**src/rtl/credit_digit_formatter_pkg.sv**
```systemverilog
// Shared definitions for the credit digit formatter and the downstream
// seven-segment decoder: digit code width, special codes and FSM states.
package credit_digit_formatter_pkg;

    // Width of each digit code bus.
    localparam int unsigned DIGIT_W = 7;

    // Codes 0-9 are decimal digits; these two are the only other codes driven.
    localparam logic [DIGIT_W-1:0] DIGIT_BLANK = 7'd10;
    localparam logic [DIGIT_W-1:0] DIGIT_DASH  = 7'd11;

    typedef enum logic [1:0] {
        StIdle    = 2'd0,
        StConvert = 2'd1,
        StLoad    = 2'd2
    } state_e;

endpackage

```
**src/rtl/bcd_add3_nibble.sv**
```systemverilog
// Double-dabble correction cell: adds 3 to a BCD nibble that is 5 or more,
// so the following left shift carries correctly into the next decade.
module bcd_add3_nibble (
    input  logic [3:0] din,
    output logic [3:0] dout
);

    // Conditional add-3 on one nibble.
    always_comb begin
        dout = din;
        if (din >= 4'd5) begin
            dout = din + 4'd3;
        end
    end

endmodule

```
**src/rtl/credit_digit_formatter.sv**
```systemverilog
// Sequential binary-to-BCD converter for the vending machine credit display.
// One bit per clock via shift-add-3, with leading-zero blanking and a
// four-dash overflow pattern. Digit outputs only change on the done pulse.
module credit_digit_formatter
    import credit_digit_formatter_pkg::*;
#(
    parameter int unsigned VALUE_W   = 14,
    parameter int unsigned MAX_VALUE = 9999
) (
    input  logic               clk,
    input  logic               rst_n,
    input  logic               req,
    input  logic [VALUE_W-1:0] value,
    input  logic               blank_lz,
    output logic               busy,
    output logic               done,
    output logic [DIGIT_W-1:0] digit1,
    output logic [DIGIT_W-1:0] digit2,
    output logic [DIGIT_W-1:0] digit3,
    output logic [DIGIT_W-1:0] digit4
);

    localparam int unsigned        CntW    = (VALUE_W > 1) ? $clog2(VALUE_W) : 1;
    localparam logic [CntW-1:0]    CntLast = CntW'(VALUE_W - 1);
    localparam logic [VALUE_W-1:0] MaxVal  = VALUE_W'(MAX_VALUE);

    state_e             state_q;
    logic [CntW-1:0]    cnt_q;
    logic [VALUE_W-1:0] shift_q;
    logic [15:0]        bcd_q;
    logic               ovf_q;
    logic               blank_q;

    logic [15:0]        bcd_adj;
    logic [DIGIT_W-1:0] nxt1, nxt2, nxt3, nxt4;

    // Add-3 correction on all four decades ahead of each shift.
    for (genvar i = 0; i < 4; i++) begin : g_add3
        bcd_add3_nibble u_add3 (
            .din  (bcd_q[4*i +: 4]),
            .dout (bcd_adj[4*i +: 4])
        );
    end

    // Final digit codes from the finished BCD value: overflow dashes, else
    // blank zero digits from the left, never touching the units digit.
    always_comb begin
        nxt1 = DIGIT_W'(bcd_q[3:0]);
        nxt2 = DIGIT_W'(bcd_q[7:4]);
        nxt3 = DIGIT_W'(bcd_q[11:8]);
        nxt4 = DIGIT_W'(bcd_q[15:12]);
        if (ovf_q) begin
            nxt1 = DIGIT_DASH;
            nxt2 = DIGIT_DASH;
            nxt3 = DIGIT_DASH;
            nxt4 = DIGIT_DASH;
        end else if (blank_q) begin
            if (bcd_q[15:12] == 4'd0) begin
                nxt4 = DIGIT_BLANK;
                if (bcd_q[11:8] == 4'd0) begin
                    nxt3 = DIGIT_BLANK;
                    if (bcd_q[7:4] == 4'd0) begin
                        nxt2 = DIGIT_BLANK;
                    end
                end
            end
        end
    end

    // Control FSM, conversion datapath and registered outputs.
    always_ff @(posedge clk or negedge rst_n) begin
        if (!rst_n) begin
            state_q <= StIdle;
            cnt_q   <= '0;
            shift_q <= '0;
            bcd_q   <= '0;
            ovf_q   <= 1'b0;
            blank_q <= 1'b0;
            busy    <= 1'b0;
            done    <= 1'b0;
            digit1  <= DIGIT_BLANK;
            digit2  <= DIGIT_BLANK;
            digit3  <= DIGIT_BLANK;
            digit4  <= DIGIT_BLANK;
        end else begin
            done <= 1'b0;
            case (state_q)
                StIdle: begin
                    if (req) begin
                        shift_q <= value;
                        blank_q <= blank_lz;
                        ovf_q   <= (value > MaxVal);
                        bcd_q   <= '0;
                        cnt_q   <= '0;
                        busy    <= 1'b1;
                        state_q <= StConvert;
                    end
                end
                StConvert: begin
                    // Top BCD bit falls off; it only matters on overflow,
                    // where the digits are replaced by dashes anyway.
                    {bcd_q, shift_q} <= {bcd_adj[14:0], shift_q, 1'b0};
                    if (cnt_q == CntLast) begin
                        state_q <= StLoad;
                    end else begin
                        cnt_q <= cnt_q + 1'b1;
                    end
                end
                StLoad: begin
                    digit1  <= nxt1;
                    digit2  <= nxt2;
                    digit3  <= nxt3;
                    digit4  <= nxt4;
                    done    <= 1'b1;
                    busy    <= 1'b0;
                    state_q <= StIdle;
                end
                default: begin
                    busy    <= 1'b0;
                    state_q <= StIdle;
                end
            endcase
        end
    end

endmodule

```
**config.mk**
```make
export PLATFORM = sky130hd
export DESIGN_NAME = credit_digit_formatter
export DESIGN_NICKNAME = d
export VERILOG_FILES = /design/src/rtl/credit_digit_formatter_pkg.sv /design/src/rtl/bcd_add3_nibble.sv /design/src/rtl/credit_digit_formatter.sv
export SDC_FILE = /design/constraint.sdc
export NUM_CORES = 1
export LEC_CHECK = 0
export ABC_AREA = 1
export BUFFER_PORTS_ARGS = -buffer_cell sky130_fd_sc_hd__buf_2
export CAP_MARGIN = 20
export CORE_UTILIZATION = 51
export CTS_CLUSTER_DIAMETER = 120
export CTS_CLUSTER_SIZE = 24
export DETAILED_ROUTE_END_ITERATION = 8
export PLACE_DENSITY = 0.85
export REMOVE_ABC_BUFFERS = 1
export SLEW_MARGIN = 0
export SYNTH_ARGS = -nofsm -noshare
export SYNTH_HDL_FRONTEND = slang
export SYNTH_SLANG_ARGS = --single-unit
```
**constraint.sdc**
```tcl
create_clock -name clk -period 1.18 [get_ports clk]
set_input_delay 0.118 -clock clk [delete_from_list [all_inputs] [get_ports clk]]
set_output_delay 0.118 -clock clk [all_outputs]
set_load 0.005 [all_outputs]
```
* Word-level counts from Yosys, hierarchy flattened
Cells that the tools add are included.
Widths: inputs -> output; s select.
** Operators by class
- Multiplexer cells :: 30
- $lt $le $gt $ge :: 5
- Equality and inequality tests :: 6
- Reductions and logical operators :: 10
- Add/subtract/negate cells :: 5
- Bitwise gates (word level) :: 1
** Operators by type and width (number)
- $mux 4 :: 18
- $pmux 16 s2 :: 1
- $pmux 14 s2 :: 1
- $ge 4x3->1 const B :: 4
- $mux 16 :: 1
- $gt 14x14->1 const B :: 1
- $mux 14 :: 1
- $add 4x2->4 const B :: 3
- $logic_not 4->1 :: 3
- $pmux 4 s2 :: 1
- $reduce_and 2->1 :: 4
- $ne 2x2->1 const B :: 3
- $add 4x1->4 const B :: 1
- $eq 4x4->1 const B :: 1
- $mux 2 :: 2
- $pmux 2 s2 :: 1
- $add 3x2->3 const B :: 1
- $mux 3 :: 1
- $reduce_and 3->1 :: 1
- $eq 2x1->1 const B :: 1
- $eq 2x2->1 const B :: 1
- $logic_not 2->1 :: 1
- $mux 1 :: 2
- $pmux 1 s2 :: 1
- other kinds (2) :: 2
** Word-level totals
- Input port bits :: 18
- Output and inout port bits :: 30
- Flip-flop bits (word level) :: 68
- Logic and storage cells :: 69

* Logic depth before layout (Yosys ltp)
Gate-level depths: netlist of run 1.
- Depth in word-level cells :: 6
- Depth in mapped cells :: 10
- Gate-level depth less buffers :: 10

* By module
From an unflattened synthesis of run 1, not the netlist that was laid out.
** Unflattened totals
- Cell total of the unflattened synthesis :: 377
- Area, all modules :: 2972.9 µm²
** By module, submodules not included
- credit_digit_formatter :: cells each 285, area each 2432.3 µm², sequential area each 1411.4 µm², instances 1
- bcd_add3_nibble :: cells each 23, area each 135.1 µm², sequential area each 0.0 µm², instances 4

* Worst setup path before layout of run 1
No wires, ideal clock.
- Path type :: flip-flop to flip-flop
- Start :: reg bcd_q[12]
- End :: reg digit2[0]
- Buffers on the path :: 0
- Cell stages (with the launch flop) :: 8
- Slack :: -0.048 ns
- Library setup time :: 0.123 ns
- Data required time :: 1.057 ns
- Period minus slack after synthesis :: 1.228 ns
- Arrival :: 1.105 ns
- Cell sequence :: dfrtp_1 > inv_1 > ha_1 > nand2_1 > nor2_1 > nand3_1 > nand2_1 > a21oi_1
** Between the ends
- Longest elaborated chain between the ends :: 4
** RTL lines
- start, declared :: line credit_digit_formatter.sv:30 : logic [15:0] bcd_q;
- start signal, assigned :: line credit_digit_formatter.sv:102 : {bcd_q, shift_q} <= {bcd_adj[14:0], shift_q, 1'b0};
- $logic_not 4->1 :: line credit_digit_formatter.sv:58 : if (bcd_q[15:12] == 4'd0) begin
- $mux 4 :: line credit_digit_formatter.sv:58
- $mux 4 :: line credit_digit_formatter.sv:57 : end else if (blank_q) begin
- $mux 4 :: line credit_digit_formatter.sv:52 : if (ovf_q) begin
- end signal, assigned :: line credit_digit_formatter.sv:111 : digit2 <= nxt2;
- end, declared :: line credit_digit_formatter.sv:18 : output logic [DIGIT_W-1:0] digit2,
No other way between the ends.
A chain may end at the register's enable or synchronous reset.

* Worst setup path after layout of run 1
- Start :: reg bcd_q[8]
- End :: reg bcd_q[10]
** Between the ends
- Longest elaborated chain between the ends :: 3
- Elaborated cells between the ends (all ways) :: 4
- Classes of those cells :: add/sub (1); order compare (1); mux (2)
** RTL lines
- $add 4x2->4 or $ge 4x3->1 (tied branches) :: line bcd_add3_nibble.sv:12, bcd_add3_nibble.sv:11
- $mux 4 * :: line bcd_add3_nibble.sv:11 : if (din >= 4'd5) begin
- $pmux 16 s2 * :: line credit_digit_formatter.sv:87 : case (state_q)
Every way passes the cells marked *; elsewhere a longest branch is shown, timed or not.

==> results of run 1 <==
## critical path, delay by kind of cell (launching register included)
| family | cells | cell delay [ns] |
|---|---|---|
| adders and majority gates | 1 | 0.15 |
| buffers and inverters | 2 | 0.19 |
| DFF | 1 | 0.46 |
| and+or+nand+nor | 6 | 0.46 |
## flip-flops by register name, summed over array words and instances, names as in the netlist
register,count
ovf_q,1
cnt_q,4
state_q,2
blank_q,1
done,1
shift_q,14
busy,1
digit1,4
bcd_q,16
digit2,4
digit3,4
digit4,4
## routing by layer
layer / GRT usage, % / vias up
met3: 4.76 / 20
li1: - / 1233
met2: 44.2 / 91
met4: 7.92 / 0
met1: 29.9 / 1271
met5: 0 / -
## kinds of logic (layout without fill, tap and decap cells)
| group | Yosys count | in the layout | synth area share, % |
|---|---|---|---|
| fa+ha+maj | 10 | 10 | 4.34 |
| flops | 56 | 56 | 49.0 |
| compound gates | 70 | 70 | 14.9 |
| other cells | 1 | 12 | 0.130 |
| simple gates | 128 | 128 | 19.0 |
| xor+xnor | 3 | 3 | 0.912 |
| buf+inv | 67 | 150 | 11.7 |
## power groups by stage
stage	clock (W)	sequential, W	combinational [W]
floorplan	0	0.00336	0.00284
global placement	0	0.00333	0.00460
detailed placement	0	0.00339	0.00484
CTS	0.00128	0.00339	0.00557
global route	0.00135	0.00361	0.00752
finish	0.00127	0.00352	0.00695
## synthesized netlist by cell type (all sizes together)
master,instances
dfrtp,48
ha,10
nand3,15
a31oi,4
nor2,31
o22ai,8
xor2,3
inv,48
buf,19
o21ai,36
o211ai,8
dfstp,8
or2,1
nand2,81
conb,1
a21oi,14
## worst max path at each step
stage,startpoint,end,slack [ns],cells past startpoint
final,bcd_q[8]$_DFFE_PN0P_,bcd_q[10]$_DFFE_PN0P_,-0.18,9
after global routing,bcd_q[8]$_DFFE_PN0P_,bcd_q[10]$_DFFE_PN0P_,-0.21,9
after floorplan,state_q[1]$_DFFE_PN0P_,bcd_q[12]$_DFFE_PN0P_,-0.38,6
after CTS,bcd_q[13]$_DFFE_PN0P_,bcd_q[14]$_DFFE_PN0P_,-0.05,8
after detailed placement,bcd_q[13]$_DFFE_PN0P_,digit2[0]$_DFFE_PN0P_,-0.14,7
after global placement,bcd_q[13]$_DFFE_PN0P_,digit2[0]$_DFFE_PN0P_,-0.08,7
## metrics by stage
stage / util, % / TNS (ns) / worst slack (ns) / cells / total power [W]
2_1_floorplan: - / -9.26 / -0.380 / 327 / 0.00620
3_3_place_gp: 62.4 / -0.858 / -0.0833 / 475 / 0.00794
3_5_place_dp: 62.4 / -2.65 / -0.143 / 475 / 0.00823
4_1_cts: 69.1 / -0.243 / -0.0515 / 495 / 0.0102
5_1_grt: 75.3 / -6.06 / -0.212 / 501 / 0.0125
6_report: 75.3 / -3.79 / -0.184 / 501 / 0.0117
## repair_timing
item	CTS	global route
setup endpoints to repair	48	52
gates cloned	1	1
pin swaps	22	26
hold buffers	2	0
resized for setup	62	85
hold endpoints to repair	13	0
setup buffers	9	8
## area by class of cell
cell class                      instances  area (um2)  area share, %
Multi-Input combinational cell        223        1540           37.4
Timing Repair Buffer                   94         762           18.5
Clock buffer                            6        72.6           1.76
Tap cell                               72        90.1           2.19
Sequential cell                        56        1420           34.3
Clock inverter                          2        35.0          0.850
Inverter                               48         205           4.98
==> reports/metrics.yaml, run 1 <==
status: "finished, violations left"
violations: "setup timing"
maxCapViolCount: 0
drv_slew: 0
syn-instance-count: 335
clkTransAtPathRegs_ns: 0.10
dr_wl_met2_um: 4210
num-fill-cells: 366
p_clk_share_pct: 10.8
clock_skew_ns: 0.0115
grt.overflow.total: 0
grt_pass1_vias: 2568
r2r-start: "bcd_q[8]$_DFFE_PN0P_"
critical_path_arrival_ns: 1.58
synth_top_area_share_pct: 41.7
critPathKind: "reg -> reg"
coreArea_um2: 5470
holdPathStages: 3
p_switching_w: 0.00505
wl_met1_um: 3060
placed_area_um2: 3420
die_y_um: 77.2
comb_power_share_pct: 59.2
viasPerCell: 5.22
crit_chain: "inv_2 -> ha_4 -> nand2_1 -> nand2_1 -> nand2_2 -> inv_2 -> nand2_2 -> nand3_1 -> nand2_1"
crit_path_start_kind: "flip-flop"
nNetsFinal: 456
area_growth_pct: 43.1
synth_top_area_cell: "dfrtp_1"
root_buffer: "clkbuf_8"
routabilityCongestion: 0.891
path_max_fanout: 4
n_antenna_cell: 0
power.share.sequential_pct: 30.0
p_leak_nw: 1.99
topRoutingLayerUsed: "met4"
synth_seq_area_share_pct: 49.0
dr_wl_met3_um: 358
cp_common_cell: "nand2_1"
syn_area_um2: 2880
netSwitchingFraction_pct: 43.0
ys_types: 28
grt_pass1_wl_um: 11600
layout_common_cells: "nand2_1, dfrtp_1, buf_2, buf_4, inv_1"
timing.fmax_mhz: 733
grt.total_usage_pct: 24.8
drc: 0
final_cell_area_um2: 4120
htree_levels: 2
whs_endpoint: "shift_q[0]$_DFFE_PN0P_"
start_util_pct: 52.7
r2r_slack_ns: -0.18
fin_ws_ns: -0.184
layout-drive-gt1-share_pct: 50.3
r2r-end: "bcd_q[10]$_DFFE_PN0P_"
ios: 48
cp-end-kind: "flip-flop"
vias: 2615
ir_drop_mv: 1.54
insertion_delay_ns: 0.32
wl_per_cell_um: 15.6
synth_area_per_cell_um2: 8.60
cts_tree: "yes"
grt_max_degree: 24
row_count: 27
ys_warn_count: 0
dpl.hpwl_um: 4530
powerDensity_nw_per_um2: 2850
portBuffers: 35
drt_pass1_iterations: 4
finalWirelength_um: 7820
hold_path.class: "in -> reg"
layout_commonest_cell: "nand2_1"
worstHoldStart: "value[0]"
internal_power_w: 0.00670
chipWidth_um: 77.2
final_hold_viol_count: 0
ff2ff_path_depth: 9
crit_path_top_delay_cell: "dfrtp_2"
cts.sinks: 56
required_ns: 1.39
period_needed_ns: 1.36
max_stage_delay_ns: 0.46
setup-violations-final: 44
period_share_pct: 116
drtIter0Drc: 159
antenna_found_initial: 0
rsz0062_at_grt: "true"
ys_top_cells_by_area: "dfrtp_1, nand2_1, dfstp_2"
ys_seq_elements: 56
die-area_um2: 5950
fin_hold_ws_ns: 0.00438
cts_made_buffers: 5
drtAntennaViolNets: 0
cts_max_path_buffers: 2
(Power assumes the default switching activity.)
==> inputs of run 2 (changes only) <==
--- a/config.mk
+++ b/config.mk
@@ -15,5 +15,4 @@
 export PLACE_DENSITY = 0.85
 export REMOVE_ABC_BUFFERS = 1
-export SLEW_MARGIN = 0
 export SYNTH_ARGS = -nofsm -noshare
 export SYNTH_HDL_FRONTEND = slang
==> constraint.sdc (replaced) <==
create_clock -name clk -period 1.18 [get_ports clk]
set_input_delay 0.236 -clock clk [delete_from_list [all_inputs] [get_ports clk]]
set_output_delay 0.236 -clock clk [all_outputs]
set_load 0.005 [all_outputs]
==> run 2 against run 1 <==
Effect of this change: the run still ends with setup timing left; sequential cell count stayed put; non-clock buffer count up 3; cell count rose by 0.60%; worst setup slack better by 0.085 ns; first-iteration DRC count shrank 16%; power fell by 3.8%; critical path type unchanged; critical endpoint is now digit2[0]$_DFFE_PN0P_; highest routed layer unchanged.
==> reports/metrics.yaml, run 2 (synthesis gave the netlist of run 1 again) <==
holdPathStages: 3
drtAntennaViolNets: 0
p_leak_nw: 1.97
r2r-start: "bcd_q[13]$_DFFE_PN0P_"
grt_pass1_wl_um: 11200
period_share_pct: 108
layout_common_cells: "nand2_1, buf_4, dfrtp_1, buf_2, inv_1"
ios: 48
drt_pass1_iterations: 4
setup-violations-final: 40
fin_hold_ws_ns: 0.122
die_y_um: 77.2
fin_ws_ns: -0.0986
crit_path_top_delay_cell: "dfrtp_1"
dr_wl_met3_um: 293
drtIter0Drc: 134
multi_input_comb_area_um2: 1510
final_hold_viol_count: 0
finalSetupTns_ns: -1.44
regMostFlops: "bcd_q"
dpl.hpwl_um: 4420
crit_family: "simple AND/OR/NAND/NOR gates"
clkTransAtPathRegs_ns: 0.10
timing.fmax_mhz: 782
insertion_delay_ns: 0.32
path_max_fanout: 4
cp-end-kind: "flip-flop"
grt_max_degree: 57
total_power_w: 0.0113
worstHoldStart: "blank_lz"
r2r-end: "digit2[0]$_DFFE_PN0P_"
critPathKind: "reg -> reg"
status: "finished, violations left"
dr_wl_met2_um: 3770
grt_pass1_vias: 2491
crit_path_start_kind: "flip-flop"
path_buf_inv: 1
crit_chain: "inv_2 -> ha_4 -> nand2_2 -> nor2_4 -> nand3_4 -> nand2_2 -> a21oi_2"
top_regs: "bcd_q (16), shift_q (14)"
nNetsFinal: 459
vias: 2603
row_count: 27
htree_levels: 2
instances_no_fill: 504
violations: "setup timing"
hold_path.class: "in -> reg"
seqCellArea_um2: 1420
portBuffers: 35
wl_per_cell_um: 14.3
wl_met1_um: 2910
critical_path_arrival_ns: 1.49
finalWirelength_um: 7190
final_util_pct: 74.0
cts_made_buffers: 5
period_needed_ns: 1.28
ir_drop_mv: 1.72
area_growth_pct: 40.6
ff2ff_path_depth: 7
coreArea_um2: 5470
largest_register_ff_count: 16
n_antenna_cell: 0
clock_skew_ns: 0.00753
drv_slew: 0
start_util_pct: 52.7
cp_common_cell: "nand2_2"
max_stage_delay_ns: 0.42
whs_endpoint: "blank_q$_DFFE_PN0P_"
layout-drive-gt1-share_pct: 47.9
grt.total_usage_pct: 23.9
cts_max_path_buffers: 2
routabilityCongestion: 0.894
drc: 0
grt.overflow.total: 0
layout_commonest_cell: "nand2_1"
place_inst: 476
chipWidth_um: 77.2
cts_tree: "yes"
r2r_slack_ns: -0.1
topRoutingLayerUsed: "met4"
powerDensity_nw_per_um2: 2790
die-area_um2: 5950
maxCapViolCount: 0
viasPerCell: 5.16
cts.sinks: 56
required_ns: 1.39
rsz0062_at_grt: "true"
num-fill-cells: 379
root_buffer: "clkbuf_8"
antenna_found_initial: 0
[run 2: worst max-delay path by stage]
stage,from,to,slack (ns),cells past startpoint
4_1_cts,state_q[1]$_DFFE_PN0P_,ovf_q$_DFFE_PN0P_,-0.06,6
6_report,bcd_q[13]$_DFFE_PN0P_,digit2[0]$_DFFE_PN0P_,-0.1,7
5_1_grt,bcd_q[13]$_DFFE_PN0P_,digit2[0]$_DFFE_PN0P_,-0.15,7
3_3_place_gp,bcd_q[13]$_DFFE_PN0P_,digit2[0]$_DFFE_PN0P_,-0.08,7
3_5_place_dp,bcd_q[13]$_DFFE_PN0P_,digit2[0]$_DFFE_PN0P_,-0.16,7
2_1_floorplan,state_q[1]$_DFFE_PN0P_,bcd_q[12]$_DFFE_PN0P_,-0.38,6
[run 2: metal layers]
metal  vias to the layer above  GRT usage [%]
met5                         -              0
met4                         0           7.92
met3                        24           4.64
met2                        78           43.5
met1                      1259           27.9
li1                       1242              -
[run 2: power breakdown]
| part | switching, W | leakage, nW | internal [W] |
|---|---|---|---|
| Combinational | 0.00350 | 1.27 | 0.00318 |
| Sequential | 0.000633 | 0.659 | 0.00289 |
| Clock | 0.000629 | 0.0455 | 0.000481 |
| Total | 0.00476 | 1.97 | 0.00655 |
[run 2: cell type report]
cell class | count | area share, %
Timing Repair Buffer | 97 | 18.6
Sequential cell | 56 | 35.0
Tap cell | 72 | 2.22
Clock buffer | 8 | 2.22
Multi-Input combinational cell | 223 | 37.3
Inverter | 48 | 4.76
[run 2: worst reg2reg max path: stages, from the launching register on]
cell and delay (ns):
dfrtp_1 0.42, inv_2 0.10, ha_4 0.14, nand2_2 0.06, nor2_4 0.19, nand3_4 0.12, nand2_2 0.09, a21oi_2 0.05
[run 2: per-stage QoR]
stage                     instance area [um2]  setup WS, ns
after floorplan                          2770        -0.380
after global placement                   3390       -0.0751
after detailed placement                 3390        -0.160
after CTS                                3700       -0.0558
after global routing                     4050        -0.149
final                                    4050       -0.0986
[run 2: timing repair]
| item | CTS | global route |
|---|---|---|
| resized for setup | 53 | 74 |
| hold endpoints to repair | 48 | 0 |
| hold buffers | 1 | 0 |
| pin swaps | 16 | 19 |
| buffers inserted | 8 | 10 |
| cloned | 0 | 1 |
| endpoints found under the setup margin | 54 | 56 |
==> inputs of run 3 (changes only) <==
ABC_AREA = default   (was 1)
CORE_UTILIZATION = 50   (was 51)
PLACE_DENSITY = 0.75   (was 0.85)
==> run 3 against run 2 <==
Effect of this change: the run still ends with setup timing left; die area fell by 0.60%; sequential power about the same; sequential cell count did not move; critical endpoint is now digit2[1]$_DFFE_PN1P_; largest cell class unchanged; combinational power is 15% higher; worst setup slack lost 0.39 ns.
==> reports/metrics.yaml, run 3 <==
path_buf_inv: 1
p_leak_nw: 1.98
max_stage_delay_ns: 0.56
start_util_pct: 53.3
cts_max_path_buffers: 2
ios: 48
synth_adder_area_share_pct: 4.46
hold_path.class: "in -> reg"
layout-drive-gt1-share_pct: 53.4
seqCellArea_um2: 1410
powerDensity_nw_per_um2: 2870
grt_max_degree: 57
fin_hold_ws_ns: 0.117
synth_top_area_cell: "dfrtp_1"
maxCapViolCount: 0
fin_ws_ns: -0.493
clock_skew_ns: 0.00789
final_hold_viol_count: 0
syn_area_um2: 2810
cts.sinks: 56
die_y_um: 76.9
drc: 0
ys_seq_elements: 56
layout_commonest_cell: "buf_4"
grt_pass1_wl_um: 12100
violations: "setup timing"
setup-violations-final: 55
timing.fmax_mhz: 598
place_inst: 439
holdPathStages: 3
status: "finished, violations left"
cts_tree: "yes"
syn-instance-count: 297
instances_no_fill: 467
r2r-start: "bcd_q[13]$_DFFE_PN0P_"
placed_area_um2: 3410
path_max_fanout: 4
r2r-end: "digit2[1]$_DFFE_PN1P_"
top_regs: "bcd_q (16), shift_q (14)"
cts_made_buffers: 5
startpoint: "bcd_q[13]$_DFFE_PN0P_"
num-fill-cells: 324
portBuffers: 35
critPathCapture: "digit2[1]$_DFFE_PN1P_"
cp-end-kind: "flip-flop"
n_antenna_cell: 0
drtAntennaViolNets: 0
coreArea_um2: 5270
die-area_um2: 5920
ys_top_cells_by_area: "dfrtp_1, dfstp_2, nand2_1"
insertion_delay_ns: 0.32
wl_per_cell_um: 17.9
antenna_found_initial: 0
vias: 2633
crit_cells: 6
regMostFlops: "bcd_q"
row_count: 26
crit_path_start_kind: "flip-flop"
ys_async_sr_fraction_pct: 100
grt.overflow.total: 0
crit_path_top_delay_cell: "or4b_4"
dpl.hpwl_um: 4280
final_util_pct: 81.6
nNetsFinal: 424
crit_family: "simple AND/OR/NAND/NOR gates"
grt.total_usage_pct: 26.2
viasPerCell: 5.64
synth_compound_area_share_pct: 13.6
htree_levels: 2
synthTopCellsByCount: "dfrtp_1, nand2_1, nor2_1, nand3_1, o21ai_0"
final_cell_area_um2: 4300
synth-xor-area-share_pct: 2.50
r2r_slack_ns: -0.49
critPathKind: "reg -> reg"
synth_top_flop_cell: "dfrtp_1"
ys_warn_count: 0
synth_edf_count: 0
ff2ff_path_depth: 6
finalWirelength_um: 8340
crit_chain: "inv_2 -> ha_4 -> nand4bb_4 -> or4b_4 -> nor3_4 -> o32a_2"
clkTransAtPathRegs_ns: 0.10
required_ns: 1.45
largest_register_ff_count: 16
drt_pass1_iterations: 4
multi_input_comb_area_um2: 1690
synth_mux_area_share_pct: 0.802
drv_slew: 0
drtIter0Drc: 133
ir_drop_mv: 1.55
grt_pass1_vias: 2578
rsz0062_at_grt: "true"
synth_top_area_share_pct: 42.8
synth-simple-area-share_pct: 20.9
ys_types: 42
period_needed_ns: 1.67
layout_common_cells: "buf_4, dfrtp_1, buf_2, nand2_1, nor2_1"
period_share_pct: 142
area_growth_pct: 53.1
synth_area_per_cell_um2: 9.45
chipWidth_um: 76.9
total_power_w: 0.0123
synth_seq_area_share_pct: 50.3
root_buffer: "clkbuf_8"
critical_path_arrival_ns: 1.95
synth_top_family_by_area: "simple AND/OR/NAND/NOR gates"
routabilityCongestion: 0.824
-- run 3: changes by cell type after synthesis, sizes merged, moves of 5 or more --
| cell | previous run | this run |
|---|---|---|
| clkbuf | 0 | 13 |
| nand2b | 0 | 5 |
| o31ai | 0 | 9 |
| a31oi | 4 | 12 |
| o211ai | 8 | 1 |
| o21ai | 36 | 17 |
| nand2 | 81 | 48 |
| nand3 | 15 | 20 |
| o22ai | 8 | 0 |
| inv | 48 | 12 |
-- run 3: area by class of cell --
type                    instances  area share, %
well taps                      70           2.04
repair buffers                109           22.5
inverters                      12           1.05
clock buffers                   6           1.92
multi-input cells             212           39.4
flip-flops and latches         56           32.9
clock inverters                 2          0.233
-- run 3: power by group --
part	switching [W]	internal, W
clock	0.000649	0.000471
combinational	0.00365	0.00402
sequential	0.000682	0.00285
total	0.00498	0.00734
-- run 3: cells by family after synthesis --
family | Yosys count
other cells | 1
flops | 56
buf+inv | 40
mux | 2
compound gates | 60
simple gates | 120
fa+ha+maj | 10
xor+xnor | 8
-- run 3: worst reg2reg max path, delay by kind of cell (launching register included) --
kind	cells	cell delay (ns)
AND/OR/NAND/NOR	3	0.84
flip-flops	1	0.40
AO/OA/AOI/OAI	1	0.16
buffers and inverters	1	0.08
adder cells (fa/ha/maj)	1	0.15
-- run 3: repair_timing --
action                                  CTS  global route
endpoints found under the hold margin    48             0
pin swaps                                54            17
buffers inserted                          8             6
gates resized for setup                  92            56
hold buffers                              1             0
endpoints found under the setup margin   55            62
cloned                                    3             2
-- run 3: worst min path at each step --
stage               startpoint                      to
floorplan                rst_n    bcd_q[0]$_DFFE_PN0P_
global placement         rst_n   digit3[2]$_DFFE_PN0P_
detailed placement       rst_n   digit2[0]$_DFFE_PN0P_
CTS                   value[0]  shift_q[0]$_DFFE_PN0P_
global route          value[0]  shift_q[0]$_DFFE_PN0P_
finish                value[0]  shift_q[0]$_DFFE_PN0P_
-- run 3: per-stage QoR --
step / setup WS, ns / setup TNS [ns]
floorplan: -0.862 / -24.80
global placement: -0.529 / -12.19
detailed placement: -0.618 / -13.72
CTS: -0.523 / -10.25
global route: -0.550 / -14.12
finish: -0.493 / -11.96
-- run 3: routing by layer --
layer	routed length, um	vias up	global-route usage, %	part of all wire [%]
li1	-	1200	-	-
met1	3340	1327	31.6	40
met2	4400	83	46.9	53
met3	301	23	3.93	3.6
met4	289	0	9.62	3.5
met5	0	-	0	0
